File: src/rtl/seq_divider_pkg.sv
// Shared types and default widths for the sequential restoring divider.
// The state encoding is shared so that bench-side checkers can decode it.
package seq_divider_pkg;

  typedef enum logic [1:0] {
    IDLE = 2'd0,
    RUN  = 2'd1,
    DONE = 2'd2
  } state_t;

  localparam int DW_DEF = 8;
  localparam int VW_DEF = 4;
  localparam int CW_DEF = $clog2(DW_DEF);

  // Iteration counter width; never below one bit.
  function automatic int cnt_width(input int dw);
    return (dw > 1) ? $clog2(dw) : 1;
  endfunction

endpackage

File: src/rtl/div_step.sv
// One restoring-division iteration: shift in a dividend bit, then subtract
// the divisor if it fits.
module div_step #(
  parameter int VW = 4
) (
  input  logic [VW:0]   partial,
  input  logic          din,
  input  logic [VW-1:0] divisor,
  output logic [VW:0]   partial_next,
  output logic          qbit
);

  logic [VW:0] p;
  logic        unused_msb;

  // The partial is always below the divisor, so its top bit carries no data.
  assign unused_msb = partial[VW];
  assign p          = {partial[VW-1:0], din};

  always_comb begin
    qbit         = 1'b0;
    partial_next = p;
    if (p >= {1'b0, divisor}) begin
      qbit         = 1'b1;
      partial_next = p - {1'b0, divisor};
    end
  end

endmodule

File: src/rtl/seq_divider.sv
// Sequential unsigned restoring divider, one quotient bit per clock.
// Handshake: start is sampled only in IDLE; done pulses for one cycle and the
// result outputs are valid from that cycle until the next done.
module seq_divider
  import seq_divider_pkg::*;
#(
  parameter int DW = DW_DEF,
  parameter int VW = VW_DEF
) (
  input  logic          clk,
  input  logic          reset,
  input  logic          start,
  input  logic [DW-1:0] dividend,
  input  logic [VW-1:0] divisor,
  output logic          busy,
  output logic          done,
  output logic [DW-1:0] quotient,
  output logic [VW-1:0] remainder,
  output logic          div_by_zero
);

  localparam int CW = cnt_width(DW);

  state_t        state;
  logic [CW-1:0] cnt;
  logic [DW-1:0] work;    // dividend shifts out at the top, quotient in at the bottom
  logic [VW-1:0] dvs;
  logic [VW:0]   partial;
  logic [VW:0]   partial_next;
  logic          qbit;

  div_step #(.VW(VW)) u_step (
    .partial      (partial),
    .din          (work[DW-1]),
    .divisor      (dvs),
    .partial_next (partial_next),
    .qbit         (qbit)
  );

  always_ff @(posedge clk) begin
    if (reset) begin
      state       <= IDLE;
      cnt         <= '0;
      work        <= '0;
      dvs         <= '0;
      partial     <= '0;
      busy        <= 1'b0;
      done        <= 1'b0;
      quotient    <= '0;
      remainder   <= '0;
      div_by_zero <= 1'b0;
    end else begin
      case (state)
        IDLE: begin
          done <= 1'b0;
          if (start) begin
            busy <= 1'b1;
            if (divisor == '0) begin
              state       <= DONE;
              done        <= 1'b1;
              quotient    <= '1;
              remainder   <= '0;
              div_by_zero <= 1'b1;
            end else begin
              state   <= RUN;
              work    <= dividend;
              dvs     <= divisor;
              partial <= '0;
              cnt     <= CW'(DW - 1);
            end
          end
        end
        RUN: begin
          partial <= partial_next;
          work    <= {work[DW-2:0], qbit};
          cnt     <= cnt - 1'b1;
          if (cnt == '0) begin
            // Results are registered here so they are valid in the DONE cycle.
            state       <= DONE;
            done        <= 1'b1;
            quotient    <= {work[DW-2:0], qbit};
            remainder   <= partial_next[VW-1:0];
            div_by_zero <= 1'b0;
          end
        end
        DONE: begin
          state <= IDLE;
          done  <= 1'b0;
          busy  <= 1'b0;
        end
        default: state <= IDLE;
      endcase
    end
  end

endmodule

File: config.mk
export PLATFORM = sky130hd
export DESIGN_NAME = seq_divider
export DESIGN_NICKNAME = d
export VERILOG_FILES = /design/src/rtl/seq_divider_pkg.sv /design/src/rtl/div_step.sv /design/src/rtl/seq_divider.sv
export SDC_FILE = /design/constraint.sdc
export NUM_CORES = 1
export LEC_CHECK = 0
export CORE_MARGIN = 1
export CORE_UTILIZATION = 25
export CTS_CLUSTER_DIAMETER = 200
export DETAILED_ROUTE_END_ITERATION = 10
export GPL_ROUTABILITY_DRIVEN = 0
export PLACE_DENSITY = 0.51
export SLEW_MARGIN = 20
export SYNTH_ARGS = -nofsm -noshare
export SYNTH_HDL_FRONTEND = slang
export SYNTH_SLANG_ARGS = --single-unit
export TNS_END_PERCENT = 1
File: constraint.sdc
create_clock -name clk -period 2.2 [get_ports clk]
set_input_delay 0.44 -clock clk [delete_from_list [all_inputs] [get_ports clk]]
set_output_delay 0.44 -clock clk [all_outputs]
set_load 0.02 [all_outputs]
==> results of run 1 <==
## flip-flops by register name, indices dropped and copies added, names as in the netlist
signal,cells
partial,4
busy,1
work,8
remainder,4
done,1
state,2
dvs,4
div_by_zero,1
quotient,8
cnt,3
## per-layer routing
layer / vias up / wire length, um / global-route usage, %
met5: - / 0 / 0
met4: 0 / 24 / 3.58
met3: 2 / 94 / 2.83
met2: 17 / 1810 / 17.3
met1: 657 / 2050 / 15.9
li1: 792 / - / -
## worst max-delay path, delay by kind of cell (launching register included)
kind / cells / cell delay (ps)
adders and majority gates: 1 / 310
buffers and inverters: 1 / 50
AOI/OAI and AO/OA: 2 / 690
DFF: 1 / 330
muxes: 1 / 330
and+or+nand+nor: 2 / 290
## final cells by class
class                   instances  area [sq um]
clock inverters                 3          42.5
clock buffers                   5          68.8
flip-flops and latches         36           721
fillers                       727          4550
well taps                      96           120
inverters                      21          78.8
multi-input cells             137           990
repair buffers                 37           375
## final timing paths
path / from / endpoint / slack (ps) / cells after the start
min reg2reg: remainder[3] / remainder[3] / 480 / 2
max: work[7] / remainder[2] / 130 / 7
max reg2reg: work[7] / remainder[2] / 130 / 7
min: remainder[3] / remainder[3] / 480 / 2
## stage by stage
step                utilization, %  cell area (sq um)  std cells  hold slack [ps]  total power, mW
CTS                           34.5               2400        335              482             2.24
floorplan                        -               1840        207              455             1.36
global route                  34.5               2400        335              500             2.36
global placement              32.9               2280        327              468             1.63
finish                        34.5               2400        335              478             2.19
detailed placement            32.9               2280        327              470             1.64
## cells in the final DEF (no fill, tap or decap), types with 2 or more instances in the layout
master	n
a311oi_1	9
a21oi_1	10
nand3_1	2
nor2_1	36
o211ai_1	3
o21ai_0	4
inv_1	21
ha_1	10
nand2b_1	5
a211oi_2	2
clkbuf_8	5
mux2i_1	11
buf_12	2
nor3_1	2
buf_4	6
nand2_1	6
clkdlybuf4s50_1	29
a211oi_1	13
nor2b_1	2
dfxtp_1	36
o41a_1	2
## where the power goes
part / total, mW / internal (mW) / switching (mW)
Combinational: 0.784 / 0.369 / 0.414
Sequential: 0.829 / 0.758 / 0.0708
Clock: 0.580 / 0.335 / 0.244
Total: 2.19 / 1.46 / 0.729
## cell families after synthesis
| logic type | after synthesis | share of synthesized area (%) |
|---|---|---|
| simple gates | 60 | 15.6 |
| compound gates | 53 | 22.6 |
| flops | 36 | 39.2 |
| buf+inv | 34 | 7.41 |
| mux | 12 | 6.80 |
| fa+ha+maj | 11 | 7.89 |
| xor+xnor | 1 | 0.476 |
==> metrics.cfg, run 1 <==
[job]
maxCapViolations=0

[sta]
max_slew_margin_pct=71.9
hold_viol=0
rsz0062_at_grt=false
fin_crit_ps=2070
fmax_ghz=0.482
worst_pin_slew_ps=421
fin_tns_setup_ps=0
finalSetupViolations=0
finalWorstSetupSlack_ps=126
maxSlewViolCount=0
period_share_pct=94.3
fin_worst_skew_ps=7.37

[synthesis]
synth_commonest_cells=dfxtp_1 (36), nor2_1 (36), inv_1 (21), a211oi_1 (13), mux2i_1 (11)
synth_edf_count=0
yosys-top-cells-area=dfxtp_1 (39%), nor2_1 (7.3%), ha_1 (6.8%)
yosysTopAreaCellShare_pct=39.2
netlist_area_sq_um=1840
yosysWarnings=0
syn_area_per_cell_sq_um=8.89
postSynthCellCount=207
synthDistinctLibCells=40
synth_top_cell_by_area=dfxtp_1
ys_ff_latch=36
yosysSeqAreaShare_pct=39.2
async_reset_ff_share_pct=0
synthFlopType=dfxtp_1
syn_nets=233

[critical_path]
required_ps=2410
worstPathMaxFanout=5
cpMaxStageDelayCell=a2111oi_4
cp.arrival_ps=2280
end_kind=flip-flop
max_stage_delay_ps=490
worstPathCellList=inv_1 > ha_1 > nand2b_1 > a2111oi_4 > nor2_2 > mux2_4 > a211oi_2
critical_path_class=reg -> reg
start_kind=flip-flop

[detailed_routing]
ant_nets=0
firstDrtPassIters=4
wl_per_cell_um=11.9
totalWireLength_mm=3.98
vias_per_cell=4.38
drt_iter0_drc=49
drc=0
num_vias=1468

[clock_network]
post_cts_resized=0
cts_tree=yes
clock-sinks=36
clock_path_buffers=2
post-cts-setup-buffer-count=0
clkTransAtPathRegs_ps=80
htreeDepth=2
numCtsBuffers=5
hold_buffers=0
clock_latency_ps=290
cts-root-buf=clkbuf_8

[power_and_ir_drop]
vdd.ir_drop.worst_mv=0.290
p_leak_nw=0.858
powerDensity_nw_per_um2=915

[global_routing]
grt_max_degree=30
grt_pass1_wl_mm=6.87
antenna_found_initial=0
overflow=0
track_usage_pct=11.4
grt_pass1_vias=1435

[hold_path]
hold_path_class=reg -> reg

[floorplan]
die_h_um=87.8
io_pins=30
initial_core_util_pct=26.5
dieArea_sq_um=7710
dieWidth_um=87.8
row_count=30
core_area_sq_um=6940

[final_layout]
diodes=0
synthToLayoutAreaGrowth_pct=30.2
nNetsFinal=264
drive_above_1_share_pct=11.3

[outcome]
outcome=complete, no violations

[place]
dp_hpwl_mm=2.89
place_ws_ps=56.8
port_buffers=29

Power figures use the tool's default switching activity.
==> run 2: changes to the inputs <==
CTS_CLUSTER_DIAMETER = unset   (was 200)
==> results of run 2 <==
No change in the layout: final DEF, timing and power equal those of run 1.
